**src/rtl/conv_mac_engine_pkg.sv**
```systemverilog
// Shared types and sizing helpers for the convolution MAC engine.
// Optional build macro used by the engine: CONV_RELU_EN.
package conv_pkg;

  typedef enum logic [2:0] {
    IDLE   = 3'd0,
    LOAD_W = 3'd1,
    LOAD_I = 3'd2,
    DRAIN  = 3'd3,
    DONE   = 3'd4
  } conv_state_t;

  function automatic int n_elems(input int rows, input int cols);
    return rows * cols;
  endfunction

  // Full product width plus enough headroom that N products never overflow.
  function automatic int acc_width(input int width, input int n);
    return 2 * width + $clog2(n);
  endfunction

endpackage

```
**src/rtl/conv_mac_engine_if.sv**
```systemverilog
// Read-only port to a synchronous single-port RAM shared by kernel and image fetches.
// Handshake: ram_read_enable qualifies ram_addr; ram_data_in is valid exactly one
// cycle after an enabled address and there is no back-pressure (no ready signal).
interface conv_mac_engine_if #(
  parameter int WIDTH      = 8,
  parameter int ADDR_WIDTH = 8
);
  logic [ADDR_WIDTH-1:0] ram_addr;
  logic                  ram_read_enable;
  logic [WIDTH-1:0]      ram_data_in;

  modport master (output ram_addr, output ram_read_enable, input ram_data_in);
  modport slave  (input ram_addr, input ram_read_enable, output ram_data_in);
endinterface

```
**src/rtl/conv_mac_engine_mac_unit.sv**
```systemverilog
// Signed multiply-accumulate stage: acc += sext(a*b) when en, cleared by clr.
// clr has priority over en; accumulation wraps modulo 2^ACC_WIDTH.
module mac_unit #(
  parameter int WIDTH     = 8,
  parameter int ACC_WIDTH = 20
) (
  input  logic                        clk,
  input  logic                        rst,
  input  logic                        clr,
  input  logic                        en,
  input  logic signed [WIDTH-1:0]     a,
  input  logic signed [WIDTH-1:0]     b,
  output logic signed [ACC_WIDTH-1:0] acc
);

  logic signed [2*WIDTH-1:0]   a_ext;
  logic signed [2*WIDTH-1:0]   b_ext;
  logic signed [2*WIDTH-1:0]   prod;
  logic signed [ACC_WIDTH-1:0] prod_ext;

  assign a_ext = {{WIDTH{a[WIDTH-1]}}, a};
  assign b_ext = {{WIDTH{b[WIDTH-1]}}, b};
  assign prod  = a_ext * b_ext;

  generate
    if (ACC_WIDTH > 2 * WIDTH) begin : g_sext
      assign prod_ext = {{(ACC_WIDTH - 2 * WIDTH){prod[2*WIDTH-1]}}, prod};
    end else begin : g_trunc
      assign prod_ext = prod[ACC_WIDTH-1:0];
    end
  endgenerate

  always_ff @(posedge clk or negedge rst) begin
    if (!rst) begin
      acc <= '0;
    end else if (clr) begin
      acc <= '0;
    end else if (en) begin
      acc <= acc + prod_ext;
    end
  end

endmodule

```
**src/rtl/conv_mac_engine.sv**
```systemverilog
// Convolution window engine: loads an N_ROWS x N_COLUMNS kernel, streams the image
// window through a MAC and reports one signed dot product. Macro CONV_RELU_EN clamps negatives.
module conv_mac_engine
  import conv_pkg::*;
#(
  parameter int WIDTH      = 8,
  parameter int N_ROWS     = 3,
  parameter int N_COLUMNS  = 3,
  parameter int ADDR_WIDTH = 8,
  parameter int ACC_WIDTH  = acc_width(WIDTH, n_elems(N_ROWS, N_COLUMNS))
) (
  input  logic                        clk,
  input  logic                        rst,
  input  logic                        start,
  input  logic                        reload_weights,
  input  logic [ADDR_WIDTH-1:0]       w_base_addr,
  input  logic [ADDR_WIDTH-1:0]       img_base_addr,
  conv_mac_engine_if.master           ram,
  output logic                        busy,
  output logic                        done,
  output logic signed [ACC_WIDTH-1:0] result,
  output conv_state_t                 dbg_state
);

  localparam int N  = n_elems(N_ROWS, N_COLUMNS);
  localparam int CW = (N > 1) ? $clog2(N) : 1;
  localparam logic [CW-1:0] LAST = CW'(N - 1);

  conv_state_t state, next_state;

  logic [CW-1:0]               cnt;
  logic [ADDR_WIDTH-1:0]       w_base_q;
  logic [ADDR_WIDTH-1:0]       img_base_q;
  logic                        w_wr_pend;
  logic                        i_mac_pend;
  logic [CW-1:0]               pend_idx;
  logic signed [WIDTH-1:0]     weight [N];
  logic                        mac_clr;
  logic signed [ACC_WIDTH-1:0] acc;
  logic signed [ACC_WIDTH-1:0] acc_out;
  logic signed [ACC_WIDTH-1:0] result_q;

  // State register
  always_ff @(posedge clk or negedge rst) begin
    if (!rst) state <= IDLE;
    else      state <= next_state;
  end

  // Next-state logic
  always_comb begin
    next_state = state;
    case (state)
      IDLE:    if (start) next_state = reload_weights ? LOAD_W : LOAD_I;
      LOAD_W:  if (cnt == LAST) next_state = LOAD_I;
      LOAD_I:  if (cnt == LAST) next_state = DRAIN;
      DRAIN:   next_state = DONE;
      DONE:    next_state = IDLE;
      default: next_state = IDLE;
    endcase
  end

  // Output logic
  always_comb begin
    busy                = (state != IDLE);
    done                = (state == DONE);
    ram.ram_read_enable = 1'b0;
    ram.ram_addr        = '0;
    mac_clr             = (state != LOAD_I) && (next_state == LOAD_I);
    dbg_state           = state;
    case (state)
      LOAD_W: begin
        ram.ram_read_enable = 1'b1;
        ram.ram_addr        = w_base_q + ADDR_WIDTH'(cnt);
      end
      LOAD_I: begin
        ram.ram_read_enable = 1'b1;
        ram.ram_addr        = img_base_q + ADDR_WIDTH'(cnt);
      end
      default: ;
    endcase
  end

  // Counter, latched bases and the one-cycle read-return pipeline
  always_ff @(posedge clk or negedge rst) begin
    if (!rst) begin
      cnt        <= '0;
      w_base_q   <= '0;
      img_base_q <= '0;
      w_wr_pend  <= 1'b0;
      i_mac_pend <= 1'b0;
      pend_idx   <= '0;
      result_q   <= '0;
      for (int i = 0; i < N; i++) weight[i] <= '0;
    end else begin
      if (state == IDLE && start) begin
        w_base_q   <= w_base_addr;
        img_base_q <= img_base_addr;
      end
      if (state == LOAD_W || state == LOAD_I) cnt <= (cnt == LAST) ? '0 : cnt + 1'b1;
      else                                    cnt <= '0;
      // Data for the address issued this cycle returns next cycle tagged with its index.
      w_wr_pend  <= (state == LOAD_W);
      i_mac_pend <= (state == LOAD_I);
      pend_idx   <= cnt;
      if (w_wr_pend) weight[pend_idx] <= ram.ram_data_in;
      if (state == DONE) result_q <= acc_out;
    end
  end

`ifdef CONV_RELU_EN
  assign acc_out = acc[ACC_WIDTH-1] ? '0 : acc;
`else
  assign acc_out = acc;
`endif

  // The new value is visible during the done pulse and held afterwards.
  assign result = (state == DONE) ? acc_out : result_q;

  mac_unit #(
    .WIDTH    (WIDTH),
    .ACC_WIDTH(ACC_WIDTH)
  ) u_mac (
    .clk(clk),
    .rst(rst),
    .clr(mac_clr),
    .en (i_mac_pend),
    .a  (ram.ram_data_in),
    .b  (weight[pend_idx]),
    .acc(acc)
  );

endmodule

```
**src/flat_wrapper.sv**
```systemverilog
// flat-port wrapper written by rule: the top's interface ports become plain ports
module conv_mac_engine_flat import conv_pkg::*;
#(
  parameter int WIDTH      = 8,
  parameter int N_ROWS     = 3,
  parameter int N_COLUMNS  = 3,
  parameter int ADDR_WIDTH = 8,
  parameter int ACC_WIDTH  = acc_width(WIDTH, n_elems(N_ROWS, N_COLUMNS))
)
  (clk, rst, start, reload_weights, w_base_addr, img_base_addr, busy, done, result, dbg_state, ram_ram_addr, ram_ram_read_enable, ram_ram_data_in);
  conv_mac_engine_if #(.WIDTH(WIDTH), .ADDR_WIDTH(ADDR_WIDTH)) ram_i ();
  input  logic clk;
  input  logic rst;
  input  logic start;
  input  logic reload_weights;
  input  logic [ADDR_WIDTH-1:0] w_base_addr;
  input  logic [ADDR_WIDTH-1:0] img_base_addr;
  output logic busy;
  output logic done;
  output logic signed [ACC_WIDTH-1:0] result;
  output conv_state_t dbg_state;
  output wire logic [$bits(ram_i.ram_addr)-1:0] ram_ram_addr;
  output wire logic [$bits(ram_i.ram_read_enable)-1:0] ram_ram_read_enable;
  input wire logic [$bits(ram_i.ram_data_in)-1:0] ram_ram_data_in;
  assign ram_ram_addr = ram_i.ram_addr;
  assign ram_ram_read_enable = ram_i.ram_read_enable;
  assign ram_i.ram_data_in = ram_ram_data_in;
  conv_mac_engine #(.WIDTH(WIDTH), .N_ROWS(N_ROWS), .N_COLUMNS(N_COLUMNS), .ADDR_WIDTH(ADDR_WIDTH), .ACC_WIDTH(ACC_WIDTH)) u_core (.clk(clk), .rst(rst), .start(start), .reload_weights(reload_weights), .w_base_addr(w_base_addr), .img_base_addr(img_base_addr), .ram(ram_i), .busy(busy), .done(done), .result(result), .dbg_state(dbg_state));
endmodule
```
**config.mk**
```make
export PLATFORM = sky130hd
export DESIGN_NAME = conv_mac_engine_flat
export DESIGN_NICKNAME = d
export VERILOG_FILES = /design/src/rtl/conv_mac_engine_pkg.sv /design/src/rtl/conv_mac_engine_if.sv /design/src/rtl/conv_mac_engine_mac_unit.sv /design/src/rtl/conv_mac_engine.sv /design/src/flat_wrapper.sv
export SDC_FILE = /design/constraint.sdc
export NUM_CORES = 1
export LEC_CHECK = 0
export CORE_MARGIN = 5
export CORE_UTILIZATION = 55
export DETAILED_ROUTE_END_ITERATION = 10
export HOLD_SLACK_MARGIN = 0.15
export PLACE_DENSITY = 0.71
export RECOVER_POWER = 100
export SKIP_CTS_REPAIR_TIMING = 1
export SYNTH_ARGS = -nofsm -noshare
export SYNTH_HDL_FRONTEND = slang
export SYNTH_HIERARCHICAL = 1
export SYNTH_SLANG_ARGS = --single-unit
export TNS_END_PERCENT = 30
```
**constraint.sdc**
```tcl
create_clock -name clk -period 10.27 [get_ports clk]
set_input_delay 3.081 -clock clk [delete_from_list [all_inputs] [get_ports clk]]
set_output_delay 3.081 -clock clk [all_outputs]
set_load 0.03 [all_outputs]
```
==> flow_summary.yaml <==
timing:
  clock_skew_ns: 0.00866
  relSlewSlack: -1.35
  final_max_slew_viol_count: 197
  max_freq_ghz: 0.109
  period_needed_ns: 9.14
  fin_crit_sh: 0.890
  hold_viol_final: 0
  worstMarginPinSlew_ns: 3.53
  rsz0062_at_grt: "false"
  setup_tns_ns: 0
  setup_viol: 0
clock_network:
  clk_latency_ns: 0.42
  cts.sinks: 141
  cts_buffers: 17
  cts_max_path_buffers: 2
  cts_tree: "done"
  htreeDepth: 4
  clock-root-buffer: "clkbuf_16"
  clk_pin_slew_ns: 0.07
placed_design:
  port_buffers: 61
  place_congestion: 0.864
  dp.cells: 1104
  hpwlAfterDp_mm: 14.7
route:
  via_per_inst: 5.62
  route.met2.wl_mm: 10.3
  met3WireLength_um: 913
  routed.top_layer: "met4"
  wl_met1_mm: 8.67
  wl_mm: 20.1
  drt_first_pass_iters: 5
  detail-route-antenna-nets: 0
  drc: 0
  wl_per_cell_um: 17.7
  dr.first_iter.drc_count: 287
  via_count: 6380
setup_path:
  cpMaxStageDelayCell: "and2_0"
  path_delay_family: "adder cells"
  cp.required_ns: 10.62
  critPathMaxStageDelay_ns: 0.88
  crit_chain: "dlygate4sd3_1, clkbuf_1, and2_0, fa_1, fa_1, fa_1, fa_1, ha_1, ha_1, o21a_1, o31a_1, o41ai_1, o311ai_1, or4_1, nand3_1"
  crit_path_frequent_cell: "fa_1"
  reg2reg_depth: 17
  startpoint_type: "primary input"
  regToRegSetupSlack_ns: 2.94
  end_kind: "flop"
  crit_fanout: 17
  r2r_start: "u_core/pend_idx[0]"
  crit_buf_inv: 2
  critPathArrivalTime_ns: 9.50
  r2r-end: "u_core/u_mac/acc[18]"
  crit_type: "in2reg"
cells_and_area:
  seq_area_um2: 3530
  final_common_cell: "dfrtp_1"
  num_antenna_cells: 0
  drive_above_1_share: 0.172
  multi_input_area_um2: 5860
  fin_nets: 1063
  fin_cells: 1136
  layout_common_cells: "dfrtp_1, inv_1, fa_1"
  n_fill_cell: 1351
  syn2layout_area_growth_pct: 13.2
floorplanning:
  coreArea_um2: 18000
  die_w_um: 145
  initial_core_util: 0.559
  num_rows: 49
  fp.dieH_um: 145
  dieArea_um2: 21000
  num_io_pins: 62
synth:
  syn_inst: 830
  synth_edf_count: 0
  synth_nets: 999
  synthFlopType: "dfrtp_1"
  syn-cell-area_um2: 10000
  synth-seq-cells: 141
  seq_area_frac_synth: 0.352
  ys_warn_count: 6
  synth_compound_area_frac: 0.0493
  synth-simple-area-share: 0.0975
  synth_xor_area_frac: 0.0227
  synthArstFlopShare: 1.00
  synth_area_leaders: "dfrtp_1, fa_1, mux2_2"
  avgSynthCellArea_um2: 12.1
  synth_top_family_by_area: "adder cells"
  synth-adder-area-share: 0.242
  yosysTopAreaCellShare: 0.352
  muxShareOfSynthArea: 0.178
  synth_cell_types: 63
  yosys.area.top_type: "dfrtp_1"
flow_run:
  maxCapViolations: 5
worst_hold_path:
  hp-start: "u_core/cnt[1]"
  min_path_cells: 0
  min_to: "u_core/pend_idx[1]"
  hold_class: "reg2reg"
global_routing:
  grt_pass1_wl_mm: 35.3
  grt_max_degree: 78
  grt_util_all_layers: 0.203
  first_global_vias: 7141
  gr-total-overflow: 0
  antenna_found_initial: 0
status:
  violations: "capacitance limit, slew limit"
  status: "complete, but fails checks"
routing by layer:
| metal | global-route usage | vias up |
|---|---|---|
| met4 | 0.0471 | 0 |
| met2 | 0.346 | 137 |
| met5 | 0 | - |
| met1 | 0.267 | 3321 |
| met3 | 0.0480 | 20 |
| li1 | - | 2902 |
worst max path at each step:
stage                        from  cells after the start              endpoint  slack [ns]
2_1_floorplan  ram_ram_data_in[7]                     15  u_core/u_mac/acc[18]        2.40
3_3_place_gp   ram_ram_data_in[6]                     17  u_core/u_mac/acc[18]        1.78
3_5_place_dp   ram_ram_data_in[6]                     17  u_core/u_mac/acc[18]        1.51
4_1_cts        ram_ram_data_in[6]                     17  u_core/u_mac/acc[18]        1.91
5_1_grt        ram_ram_data_in[7]                     15  u_core/u_mac/acc[18]        0.85
6_report       ram_ram_data_in[7]                     15  u_core/u_mac/acc[18]        1.13
worst register-to-register path, delay by kind of cell (launching register included):
kind                     cells  cell delay, ns
AO/OA/AOI/OAI                6            2.02
adder cells (fa/ha/maj)      6            2.67
buffers and inverters        1            0.27
flip-flops                   1            0.36
AND/OR/NAND/NOR              4            1.96
metrics by stage:
stage          worst slack, ns  hold WS (ns)  area, um2   util
4_1_cts                   1.91         0.483      11400  0.637
2_1_floorplan             2.40         0.422      10000      -
3_5_place_dp              1.51         0.456      10800  0.603
5_1_grt                  0.848         0.492      11400  0.632
6_report                  1.13         0.473      11400  0.632
3_3_place_gp              1.78         0.449      10800  0.603
logic make-up after synthesis:
family / Yosys count
compound gates: 72
xor+xnor: 26
fa+ha+maj: 141
buf+inv: 138
flops: 141
mux: 141
simple gates: 171
cell usage after synthesis (all sizes together), types with 2 or more instances:
master and count:
dfrtp 141, inv 115, mux2 112, fa 89, ha 52, nand2 44, nor2 40, and2 34
buf 17, xnor2 17, a21oi 16, mux4 16, o21ai 14, mux2i 13, nand3 11, a22oi 9
xor2 9, nand3b 8, o22ai 8, nor2b 6, nor3b 6, a211oi 5, clkbuf 5, a21o 4
nand2b 4, nor3 4, nand4 3, o21bai 3, o211ai 2, o21a 2, o31a 2, or2 2
or3 2
cell type report:
cell class / count / area share
Multi-Input combinational cell: 551 / 0.516
Sequential cell: 141 / 0.311
Timing Repair Buffer: 67 / 0.0566
Inverter: 116 / 0.0383
Clock buffer: 17 / 0.0375
Tap cell: 229 / 0.0252
Clock inverter: 15 / 0.0156
sequential cells by signal (all words and copies together), names as in the netlist:
signal,count
u_core/img_base_q,8
u_core/i_mac_pend,1
u_core/w_base_q,8
u_core/cnt,4
u_core/result_q,20
u_core/weight,72
u_core/u_mac/acc,20
u_core/dbg_state,3
u_core/w_wr_pend,1
u_core/pend_idx,4
Power is not shown: default switching activity piles up to over one toggle a cycle in this logic, so the estimate is an artifact.
